==> src/rtl/sar_conv_sequencer_pkg.sv <==
// Shared types and width helpers for the SAR conversion sequencer.
// Holds the FSM state enum and the derived accumulator/counter/pointer widths.
package sar_conv_sequencer_pkg;

  typedef enum logic [2:0] {
    S_IDLE,
    S_REQ,
    S_RELEASE,
    S_WAIT_SLOT,
    S_EMIT
  } state_t;

  function automatic int acc_w(input int w, input int a);
    return w + a;
  endfunction

  function automatic int cnt_w(input int a);
    return a + 1;
  endfunction

  function automatic int ptr_w(input int d);
    return (d > 1) ? $clog2(d) : 1;
  endfunction

endpackage

==> src/rtl/sar_result_fifo.sv <==
// Small synchronous FIFO holding averaged samples.
// Head entry is read straight from the storage registers.
module sar_result_fifo
  import sar_conv_sequencer_pkg::*;
#(
  parameter int WIDTH = 8,
  parameter int DEPTH = 4
) (
  input  logic             clk,
  input  logic             reset,
  input  logic             i_push,
  input  logic [WIDTH-1:0] i_data,
  input  logic             i_pop,
  output logic             o_full,
  output logic             o_empty,
  output logic [WIDTH-1:0] o_head
);

  localparam int PTR_W = ptr_w(DEPTH);

  logic [WIDTH-1:0] r_mem [DEPTH];
  logic [PTR_W-1:0] r_wr;
  logic [PTR_W-1:0] r_rd;
  logic [PTR_W:0]   r_cnt;
  logic             w_wr;
  logic             w_rd;

  assign o_full  = (r_cnt == (PTR_W+1)'(DEPTH));
  assign o_empty = (r_cnt == '0);
  assign o_head  = r_mem[r_rd];

  // A pop in the same cycle frees the slot a full FIFO would block.
  assign w_rd = i_pop && !o_empty;
  assign w_wr = i_push && (!o_full || w_rd);

  always_ff @(posedge clk) begin
    if (reset) begin
      r_wr  <= '0;
      r_rd  <= '0;
      r_cnt <= '0;
      for (int i = 0; i < DEPTH; i++) r_mem[i] <= '0;
    end else begin
      if (w_wr) begin
        r_mem[r_wr] <= i_data;
        r_wr        <= r_wr + PTR_W'(1);
      end
      if (w_rd) r_rd <= r_rd + PTR_W'(1);
      if (w_wr && !w_rd) r_cnt <= r_cnt + (PTR_W+1)'(1);
      else if (w_rd && !w_wr) r_cnt <= r_cnt - (PTR_W+1)'(1);
    end
  end

endmodule

==> src/rtl/sar_conv_sequencer.sv <==
// Paces 4-phase go/valid requests to the SAR controller, averages
// 2^AVG_LOG2 results per sample and queues samples for downstream.
module sar_conv_sequencer
  import sar_conv_sequencer_pkg::*;
#(
  parameter int WIDTH      = 8,
  parameter int AVG_LOG2   = 2,
  parameter int PERIOD     = 64,
  parameter int FIFO_DEPTH = 4,
  parameter int TIMEOUT    = 255
) (
  input  logic             clk,
  input  logic             reset,
  input  logic             enable,
  output logic             go,
  input  logic             valid,
  input  logic [WIDTH-1:0] result,
  output logic             out_valid,
  input  logic             out_ready,
  output logic [WIDTH-1:0] out_data,
  output logic             busy,
  output logic             overflow,
  output logic             timeout_err
);

  localparam int ACC_W = acc_w(WIDTH, AVG_LOG2);
  localparam int CNT_W = cnt_w(AVG_LOG2);
  localparam int PER_W = $clog2(PERIOD);
  localparam int TO_W  = $clog2(TIMEOUT + 1);
  localparam logic [CNT_W-1:0] N_CONV = CNT_W'(2 ** AVG_LOG2);
  localparam logic [TO_W-1:0]  TO_MAX = TO_W'(TIMEOUT - 1);

  state_t           r_state;
  state_t           w_next;
  logic [ACC_W-1:0] r_acc;
  logic [CNT_W-1:0] r_cnt;
  logic [PER_W-1:0] r_per;
  logic [TO_W-1:0]  r_to;
  logic             r_terr;
  logic             r_ovf;
  logic             w_go;
  logic             w_load;
  logic             w_add;
  logic             w_clr;
  logic             w_tout;
  logic             w_emit;
  logic             w_full;
  logic             w_empty;
  logic             w_pop;
  logic             w_push;
  logic [WIDTH-1:0] w_avg;

  always_ff @(posedge clk) begin
    if (reset) r_state <= S_IDLE;
    else       r_state <= w_next;
  end

  always_comb begin
    w_next = r_state;
    w_go   = 1'b0;
    w_load = 1'b0;
    w_add  = 1'b0;
    w_clr  = 1'b0;
    w_tout = 1'b0;
    w_emit = 1'b0;
    unique case (r_state)
      S_IDLE: begin
        if (enable) begin
          w_next = S_REQ;
          w_load = 1'b1;
        end
      end
      S_REQ: begin
        w_go = 1'b1;
        if (valid) begin
          w_add  = 1'b1;
          w_next = S_RELEASE;
        end else if (r_to == TO_MAX) begin
          w_tout = 1'b1;
          w_clr  = 1'b1;
          w_next = S_RELEASE;
        end
      end
      S_RELEASE: begin
        if (!valid) begin
          if (r_cnt == N_CONV) begin
            w_next = S_EMIT;
          end else if (!enable) begin
            w_clr  = 1'b1;
            w_next = S_IDLE;
          end else begin
            w_next = S_WAIT_SLOT;
          end
        end
      end
      S_WAIT_SLOT: begin
        if (!enable) begin
          w_clr  = 1'b1;
          w_next = S_IDLE;
        end else if (r_per == '0) begin
          w_next = S_REQ;
          w_load = 1'b1;
        end
      end
      S_EMIT: begin
        w_emit = 1'b1;
        w_clr  = 1'b1;
        w_next = enable ? S_WAIT_SLOT : S_IDLE;
      end
      default: w_next = S_IDLE;
    endcase
  end

  // Period timer runs freely after each request so WAIT_SLOT can release early.
  always_ff @(posedge clk) begin
    if (reset) begin
      r_per  <= '0;
      r_to   <= '0;
      r_acc  <= '0;
      r_cnt  <= '0;
      r_terr <= 1'b0;
      r_ovf  <= 1'b0;
    end else begin
      if (w_load) r_per <= PER_W'(PERIOD - 1);
      else if (r_per != '0) r_per <= r_per - PER_W'(1);
      if (w_load) r_to <= '0;
      else if (r_state == S_REQ) r_to <= r_to + TO_W'(1);
      if (w_clr) begin
        r_acc <= '0;
        r_cnt <= '0;
      end else if (w_add) begin
        r_acc <= r_acc + ACC_W'(result);
        r_cnt <= r_cnt + CNT_W'(1);
      end
      if (w_tout) r_terr <= 1'b1;
      r_ovf <= w_emit && w_full && !w_pop;
    end
  end

  assign w_avg  = WIDTH'(r_acc >> AVG_LOG2);
  assign w_pop  = out_valid && out_ready;
  assign w_push = w_emit;

  sar_result_fifo #(
    .WIDTH(WIDTH),
    .DEPTH(FIFO_DEPTH)
  ) u_fifo (
    .clk    (clk),
    .reset  (reset),
    .i_push (w_push),
    .i_data (w_avg),
    .i_pop  (w_pop),
    .o_full (w_full),
    .o_empty(w_empty),
    .o_head (out_data)
  );

  assign go          = w_go;
  assign out_valid   = !w_empty;
  assign busy        = (r_state != S_IDLE);
  assign overflow    = r_ovf;
  assign timeout_err = r_terr;

endmodule
==> config.mk <==
export PLATFORM = sky130hd
export DESIGN_NAME = sar_conv_sequencer
export DESIGN_NICKNAME = d
export VERILOG_FILES = /design/src/rtl/sar_conv_sequencer_pkg.sv /design/src/rtl/sar_result_fifo.sv /design/src/rtl/sar_conv_sequencer.sv
export SDC_FILE = /design/constraint.sdc
export NUM_CORES = 1
export LEC_CHECK = 0
export ABC_AREA = 1
export CAP_MARGIN = 30
export CELL_PAD_IN_SITES_DETAIL_PLACEMENT = 0
export CELL_PAD_IN_SITES_GLOBAL_PLACEMENT = 1
export CORE_MARGIN = 1.5
export CORE_UTILIZATION = 44
export CTS_CLUSTER_DIAMETER = 60
export DETAILED_ROUTE_END_ITERATION = 10
export HOLD_SLACK_MARGIN = 0.06
export PLACE_DENSITY = 0.81
export SKIP_CTS_REPAIR_TIMING = 1
export SKIP_LAST_GASP = 1
export SLEW_MARGIN = 5
export SYNTH_ARGS = -nofsm -noshare
export SYNTH_HDL_FRONTEND = slang
export SYNTH_SLANG_ARGS = --single-unit
export TNS_END_PERCENT = 30
==> constraint.sdc <==
create_clock -name clk -period 2.19 [get_ports clk]
set_input_delay 0.219 -clock clk [delete_from_list [all_inputs] [get_ports clk]]
set_output_delay 0.219 -clock clk [all_outputs]
set_load 0.005 [all_outputs]
[Word-level counts from Yosys, hierarchy flattened]
Memories as Yosys holds them, arrays and structs flattened. A register that Yosys moved wholly into a read port is not among the register bits.
Index checks and enable logic that the tools add are counted.
Cells by class
  eq/ne operators: 11
  $add $sub $neg: 8
  muxes and demuxes: 38
  reduce and logical (&&, ||, !) cells: 24
Operator list (number)
  3-bit 2-to-1 mux: 9
  1-bit 2-to-1 mux: 19
  3-bit case mux with 5 select lines: 1
  6-bit 2-to-1 mux: 2
  10-bit by 8-bit adder with 10-bit output: 1
  3-bit == test, second input constant: 3
  8-bit by 1-bit adder with 8-bit output, second input constant: 1
  8-bit == test, second input constant: 1
  2-bit 2-to-1 mux: 4
  8-bit 2-to-1 mux: 1
  8-bit OR reduction: 1
  1-bit logical AND: 7
  3-bit by 1-bit adder with 3-bit output, second input constant: 2
  3-bit by 2-bit == test with 1-bit output, second input constant: 2
  3-bit logical NOT: 2
  6-bit logical NOT: 1
  3-bit != test, second input constant: 2
  6-bit nonzero test: 1
  6-bit by 1-bit subtractor with 6-bit output, second input constant: 1
  1-bit logical NOT: 5
  2-bit by 1-bit adder with 2-bit output, second input constant: 2
  2-bit != test, second input constant: 2
  1-bit case mux with 4 select lines: 1
  4-bit AND reduction: 1
  7 further kinds: 9
Storage, ports and cells
  register bits: 39
  memories: 1
  bits in writable memories: 32
  logic and storage cells: 92
Memory list
  u_fifo.r_mem: depth 4, width 8, read ports 1, clocked after memory_dff 1, wr ports 4, RTL line sar_result_fifo.sv:21  | logic [WIDTH-1:0] r_mem [DEPTH];

[Depth between registers and ports, before layout]
  depth in word-level cells: 11
  depth in mapped cells: 13

[Modules after synthesis]
Synthesis repeated with hierarchy kept, for this count alone.
Second synthesis, totals
  cells, all modules: 482
  area total of the unflattened synthesis: 3936.3 µm²
Modules (own cells, without submodules)
  sar_conv_sequencer: times used 1, sequential area each 640.6 µm², cells each 294, area an instance 1968.1 µm²
  sar_result_fifo: times used 1, sequential area each 1141.1 µm², cells each 188, area an instance 1968.1 µm²

[Least setup slack after synthesis]
No wires, ideal clock.
  path kind: reg-to-reg
  start point: reg r_state[1]
  end point: reg u_fifo.r_cnt[2]
  buffers on the path: 1
  setup slack: 230 ps
  cell stages (with the launch flop): 14
  arrival: 1838 ps
  library setup time: 122 ps
  required time: 2068 ps
  cells stage by stage: dfxtp_1 > buf_4 > nor2_4 > nand2_1 > inv_2 > nand2_2 > inv_1 > ha_1 > inv_1 > fa_1 > a21oi_1 > o21ai_0 > o21ai_0 > a21oi_1
Between the ends
  word-level cells in the longest chain between the ends: 6
  elaborated cells between the ends (all ways): 8
RTL lines
  start, declared: RTL line sar_conv_sequencer.sv:33  | state_t r_state;
  start signal, assigned: RTL line sar_conv_sequencer.sv:55  | else r_state <= w_next;
  3-bit == test (*): RTL line sar_conv_sequencer.sv:66  | unique case (r_state)
  1-bit 2-to-1 mux (*): RTL line sar_conv_sequencer.sv:66
  1-bit logical AND (*): RTL line sar_result_fifo.sv:34  | assign w_wr = i_push && (!o_full || w_rd);
  net u_fifo.w_wr: RTL line sar_result_fifo.sv:25  | logic w_wr;
  1-bit logical NOT: RTL line sar_result_fifo.sv:49  | else if (w_rd && !w_wr) r_cnt <= r_cnt - (PTR_W+1)'(1);
  1-bit logical AND: RTL line sar_result_fifo.sv:49
  2-bit nonzero test (no source line)
  end signal, assigned: RTL line sar_result_fifo.sv:48  | if (w_wr && !w_rd) r_cnt <= r_cnt + (PTR_W+1)'(1);
  end signal, assigned: RTL line sar_result_fifo.sv:49
  end, declared: RTL line sar_result_fifo.sv:24  | logic [PTR_W:0] r_cnt;
Mark *: on every way through the listed nets, which the timed path passes. The rest lies on a longest branch.
A chain may end at the register's enable or synchronous reset.

==> impl_metrics.toml <==
[setup_path]
path_class = "flop to output port"
r2r_slack_ps = 210
arrival_ps = 1920
crit_path_end_kind = "output port"
required_ps = 1970
cp_max_fo = 12
startpoint_type = "flop"

[global_routing]
grt_max_degree = 17
antenna_found_initial = 0
grt_usage_pct = 18.09
grt.overflow.total = 0
grt_pass1_vias = 2895
grt_pass1_wl_um = 12990

[detailed_routing]
first_iter_violations = 107
drcViolationCount = 0
wl_per_cell_um = 12.17
vias = 3096
ant_nets = 0
wirelength_um = 7580
drt_pass1_iterations = 4
vias_per_cell = 4.970

[synth]
synth-edff-count = 32
synthCells = 472
syn_area_per_cell_um2 = 8.162
synth_area_um2 = 3852
synth_top_cell_by_area = "edfxtp_1"
synth_seq_cells = 73
synth_fp_nets = 502
synth_warnings = 0
synth_most_common_cell = "nand2_1"
synth_cell_type_count = 37
async_reset_ff_share_pct = 0
yosys-top-cells-area = "edfxtp_1 25%, dfxtp_1 21%, nand2_1 9.1%"
synthTopCellsByCount = "93 x nand2_1, 81 x nor2_1, 57 x inv_1, 41 x dfxtp_1, 32 x edfxtp_1"
synth_flop_cell = "dfxtp_1"
synth_top_area_share_pct = 24.94
yosysSeqAreaShare_pct = 46.25

[clocking]
clk_path_buf_depth = 2
insertion_delay_ps = 350
cts-buffers-inserted = 9
cts_tree = "yes"
clk_pin_slew_ps = 80
ctsHtreeMaxLevel = 3
cts_root_buffer = "clkbuf_8"
cts.sinks = 73

[floorplanning]
die_w_um = 96.57
top_level_ports = 26
die_y_um = 96.57
initial_core_util_pct = 46.19
core-area_um2 = 8341
fp-row-count = 33
die_area_um2 = 9326

[finish]
area_delta_synth_final_pct = 17.08
final_nets = 543
final_area_um2 = 4511
drive_gt1_share_pct = 11.97
diodes = 0
instances_no_fill = 623

[flow_run]
drv_cap = 0

[timing]
fin_crit_sh_pct = 97.70
worst_pin_slew_ps = 404.4
rsz0062_at_grt = "yes"
fmax_ghz = 0.4674
maxSlewViolCount = 0
setup_viol = 0
setup_ws_ps = 50.46
worst_clock_skew_ps = 9.018
maxSlewHeadroom_pct = 73.01
fin_crit_ps = 2140
hold_violations = 0

[placement]
dp_slack_ps = 59.94
port_buffers = 25
dpl.cell_count = 602
dpl.hpwl_um = 5636
dpl_cell_area_um2 = 4242
place.gp.congestion = 0.7985

[power_and_ir_drop]
p_leak_nw = 1.813
vdd_drop_max_uv = 361.2
p_per_area_nw_per_um2 = 958.8

[hold_path]
min_path_type = "flop to flop"

[status]
status = "complete, no violations"
[cells by family (layout without fill, tap and decap cells)]
group | Yosys count | after routing | share of synthesized area, %
buf+inv | 69 | 115 | 7.308
simple gates | 239 | 239 | 28.94
fa+ha+maj | 17 | 17 | 5.911
xor+xnor | 5 | 5 | 1.137
compound gates | 69 | 69 | 10.46
flops | 73 | 73 | 46.25
[cells in the final DEF, fill, tap and decap left out, drive strengths merged]
cell           instances
nor3b                  1
ha                    15
nor2                  85
o31ai                  1
clkbuf                 9
o22ai                  8
inv                   62
edfxtp                32
clkinv                 2
fa                     2
buf                   13
clkinvlp               2
bufinv                 2
and3                   1
o21ai                 28
dfxtp                 41
xnor2                  1
nand4                  5
a31oi                  1
a21oi                 30
nand2                 96
clkdlybuf4s50         25
nand3                 33
or2                    5
nor3                   9
nand3b                 4
a21boi                 1
xor2                   4
[state kept, by name, indices dropped and copies added (netlist names), named ones only]
signal        cells
u_fifo.r_rd       2
r_to              8
u_fifo.r_cnt      3
u_fifo.r_wr       2
overflow          1
r_cnt             3
r_acc            10
r_per             6
r_state           3
timeout_err       1
u_fifo.r_mem     32
[area by class of cell]
cell class,count,area (um^2)
Clock buffer,9,123.9
Clock inverter,7,102.6
Fill cell,809,3830
Inverter,61,232.7
Multi-Input combinational cell,330,1789
Sequential cell,73,1783
Tap cell,105,131.4
Timing Repair Buffer,38,347.8
[power by group]
part           switching, mW  total, mW  internal [mW]
clock network          0.558       1.21          0.654
registers              0.116       1.69           1.57
logic                  0.807       1.42          0.618
total                   1.48       4.32           2.84
[worst paths after layout]
kind | to | depth (start not counted) | from
max | out_data[5] | 5 | flop
max reg2reg | u_fifo.r_cnt[2]$_SDFFE_PP0P_ | 12 | r_state[0]$_SDFFE_PP0P_
min | r_acc[9]$_SDFFE_PP0P_ | 2 | r_acc[9]$_SDFFE_PP0P_
min reg2reg | r_acc[9]$_SDFFE_PP0P_ | 2 | r_acc[9]$_SDFFE_PP0P_
[stage by stage]
stage / hold slack [ps] / total power [mW] / TNS (ps) / utilization [%]
4_1_cts: 464.8 / 4.320 / 0 / 53.57
3_3_place_gp: 445.1 / 3.091 / 0 / 50.86
6_report: 462.0 / 4.325 / 0 / 54.08
5_1_grt: 496.8 / 4.627 / -310.4 / 54.08
3_5_place_dp: 453.6 / 3.106 / 0 / 50.86
2_1_floorplan: 435.7 / 2.677 / 0 / -
[critical path, cell delays in order, from the launching register on]
cell and delay [ps]:
dfxtp_1 460, clkinvlp_4 250, buf_4 200, o21ai_0 140, o22ai_1 80, clkdlybuf4s50_1 450
[layer usage]
layer / wire [um] / track usage [%] / up-vias
met5: 0 / 0 / -
met4: 115 / 7.246 / 0
met3: 189 / 3.286 / 10
met2: 3628 / 30.01 / 42
met1: 3646 / 23.25 / 1417
li1: - / - / 1627
Note: power is estimated with default switching activity, not from simulation.
==> edit (config.mk and constraints unchanged) <==
Set the parameter `AVG_LOG2` to 4 (it was 2). Comments in the files are not updated.
--- a/src/rtl/sar_conv_sequencer.sv
+++ b/src/rtl/sar_conv_sequencer.sv
@@ -4,7 +4,7 @@
   import sar_conv_sequencer_pkg::*;
 #(
   parameter int WIDTH      = 8,
-  parameter int AVG_LOG2   = 2,
+  parameter int AVG_LOG2   = 4,
   parameter int PERIOD     = 64,
   parameter int FIFO_DEPTH = 4,
   parameter int TIMEOUT    = 255
Formal check against the unedited RTL: no difference found for any inputs over 10 cycles, from zero or initial values and one cycle with reset high; that may be too few to reach the edited logic, so the function may still have changed.
==> edit against the unedited design <==
  * Final cell count grew 5.1%
  * Routed wire length up 2.3%
  * Power down 4.7%
  * Setup slack improved by 150 ps
  * Synthesized area up 3.9%
  * Maximum frequency is 7.8% higher
  * Clock skew rose by 0.94 ps
  * Sequential cell count rose by 4
  * Cell area is 2.4% higher
==> edit: results (changes against the unedited design) <==
[global_routing]
antenna_found_initial=0  ; unchanged
grt_pass1_vias=3071  ; +6.1%
met3_usage_pct=2.79  ; -0.49 points
grt_usage_pct=17.5  ; -0.59 points
grt_pass1_wl_um=13700  ; +5.6%
grtUsageMet2_pct=27.7  ; -2.4 points
grt.met1_usage_pct=23.8  ; +0.59 points
grt_max_degree=19  ; +2

[setup_path]
timing.rr.start=r_state[0]
rr_worst_depth=12  ; unchanged
crit_start=r_state[1]
reg2reg_slack_ps=230  ; +20 ps
path_max_fanout=6  ; -6
crit_arrival_ps=1770  ; -150 ps

[sta]
worst_clock_skew_ps=9.96  ; +0.942 ps
hold_ws_ps=467  ; +5.03 ps
worst_pin_slew_ps=395  ; -9.45 ps

[pwr]
p_leak_nw=1.83  ; +0.67%
p_seq_mw=1.76  ; +4%
power_frac_clock_pct=24.8  ; -3.2 points
power.total_mw=4.12  ; -4.7%
irDropWorstVdd_v=0.000339  ; -6.2%
cellPowerDensity_nw_per_um2=893  ; -6.9%
internal_power_mw=2.73  ; -4.1%

[min_path]
holdPathEnd=r_acc[0]
min-delay-start=r_acc[0]
min_path_type=reg2reg

[placement]
port_buffers=25  ; unchanged
post_dp_cell_area_sq_um=4430  ; +4.4%
routabilityCongestion=0.790  ; -1.0%
place_hpwl_um=5760  ; +2.3%

[cells_and_area]
largestRegisters=u_fifo.r_mem x32, r_acc x12, r_to x8
n_antenna_cell=0  ; unchanged
drive_gt1_share_pct=10.2  ; -1.7 points
nets=572  ; +5.3%
nFillCells=862  ; +6.6%

[logic_synthesis]
synth.distinct_cells=38  ; +2.7%
yosysWarnings=0  ; unchanged
ys_top_cells_by_count=nand2_1 (93), nor2_1 (81), inv_1 (58)
synth_edf_count=32  ; unchanged
async_reset_ff_share_pct=0  ; unchanged
yosysSeqAreaShare_pct=46.5  ; +0.28 points
syn_nets=532  ; +6.0%
synth_flop_cell=dfxtp_1
synthTopCellsByArea=edfxtp_1 (24%), dfxtp_1 (23%), nand2_1 (8.7%)

[route]
vias=3200  ; +3.4%
drt_iter0_drc=121  ; +13%
wl_per_cell_um=11.8  ; -2.7%

[clock_network]
clk_latency_ps=350  ; about the same
h-tree-depth=3  ; unchanged
clk_pin_slew_ps=70

[run_status]
status=complete, no violations

## edit: cell count changes in the layout (fill, tap and decap cells not counted), sizes merged, moves of 3 or more
| cell | change |
|---|---|
| a21oi | +6 |
| dfxtp | +4 |
| inv | +6 |
| clkinv | +3 |
| nor2 | +9 |
## edit: final cells by class
cell class | count | share of cell area (%)
tap | 108 | 2.93
sequential | 77 | 40.3
timing repair buffer | 36 | 7.21
clock buffer | 10 | 2.76
multi-input combinational | 349 | 39.9
clock inverter | 6 | 1.19
inverter | 69 | 5.66
## edit: cell families (layout without fill, tap and decap cells)
family / count (synthesis) / count (layout) / share of synthesized area, %
adder cells (fa/ha/maj): 17 / 17 / 5.69
AND/OR/NAND/NOR: 249 / 249 / 28.9
buffers and inverters: 76 / 121 / 7.54
XOR/XNOR: 7 / 7 / 1.53
AO/OA/AOI/OAI: 76 / 76 / 9.85
flip-flops: 77 / 77 / 46.5
## edit: worst max-delay path by stage
stage / endpoint / cells after the start / slack (ps)
after floorplan: u_fifo.r_mem[1][0] / 7 / 270
after global placement: u_fifo.r_cnt[2] / 12 / 80
after detailed placement: u_fifo.r_cnt[2] / 12 / 40
after CTS: go / 3 / 210
after global routing: u_fifo.r_cnt[2] / 12 / 20
final: go / 3 / 210
## edit: stage by stage
step,std cells,setup slack (ps)
after global placement,639,75.5
after detailed placement,639,44.3
after floorplan,502,273
final,655,205
after global routing,655,22.0
after CTS,655,206
## edit: routing by layer
layer  vias to the layer above  wire length, um
li1                       1723                -
met1                      1432             3970
met2                        35             3450
met3                        10              182
met4                         0              142
met5                         -                0
## edit: worst max-delay path, stage by stage, from the launching register on
cell             delay [ps]
dfxtp_1                 350
buf_4                   170
nor3_2                  340
clkdlybuf4s50_1         580
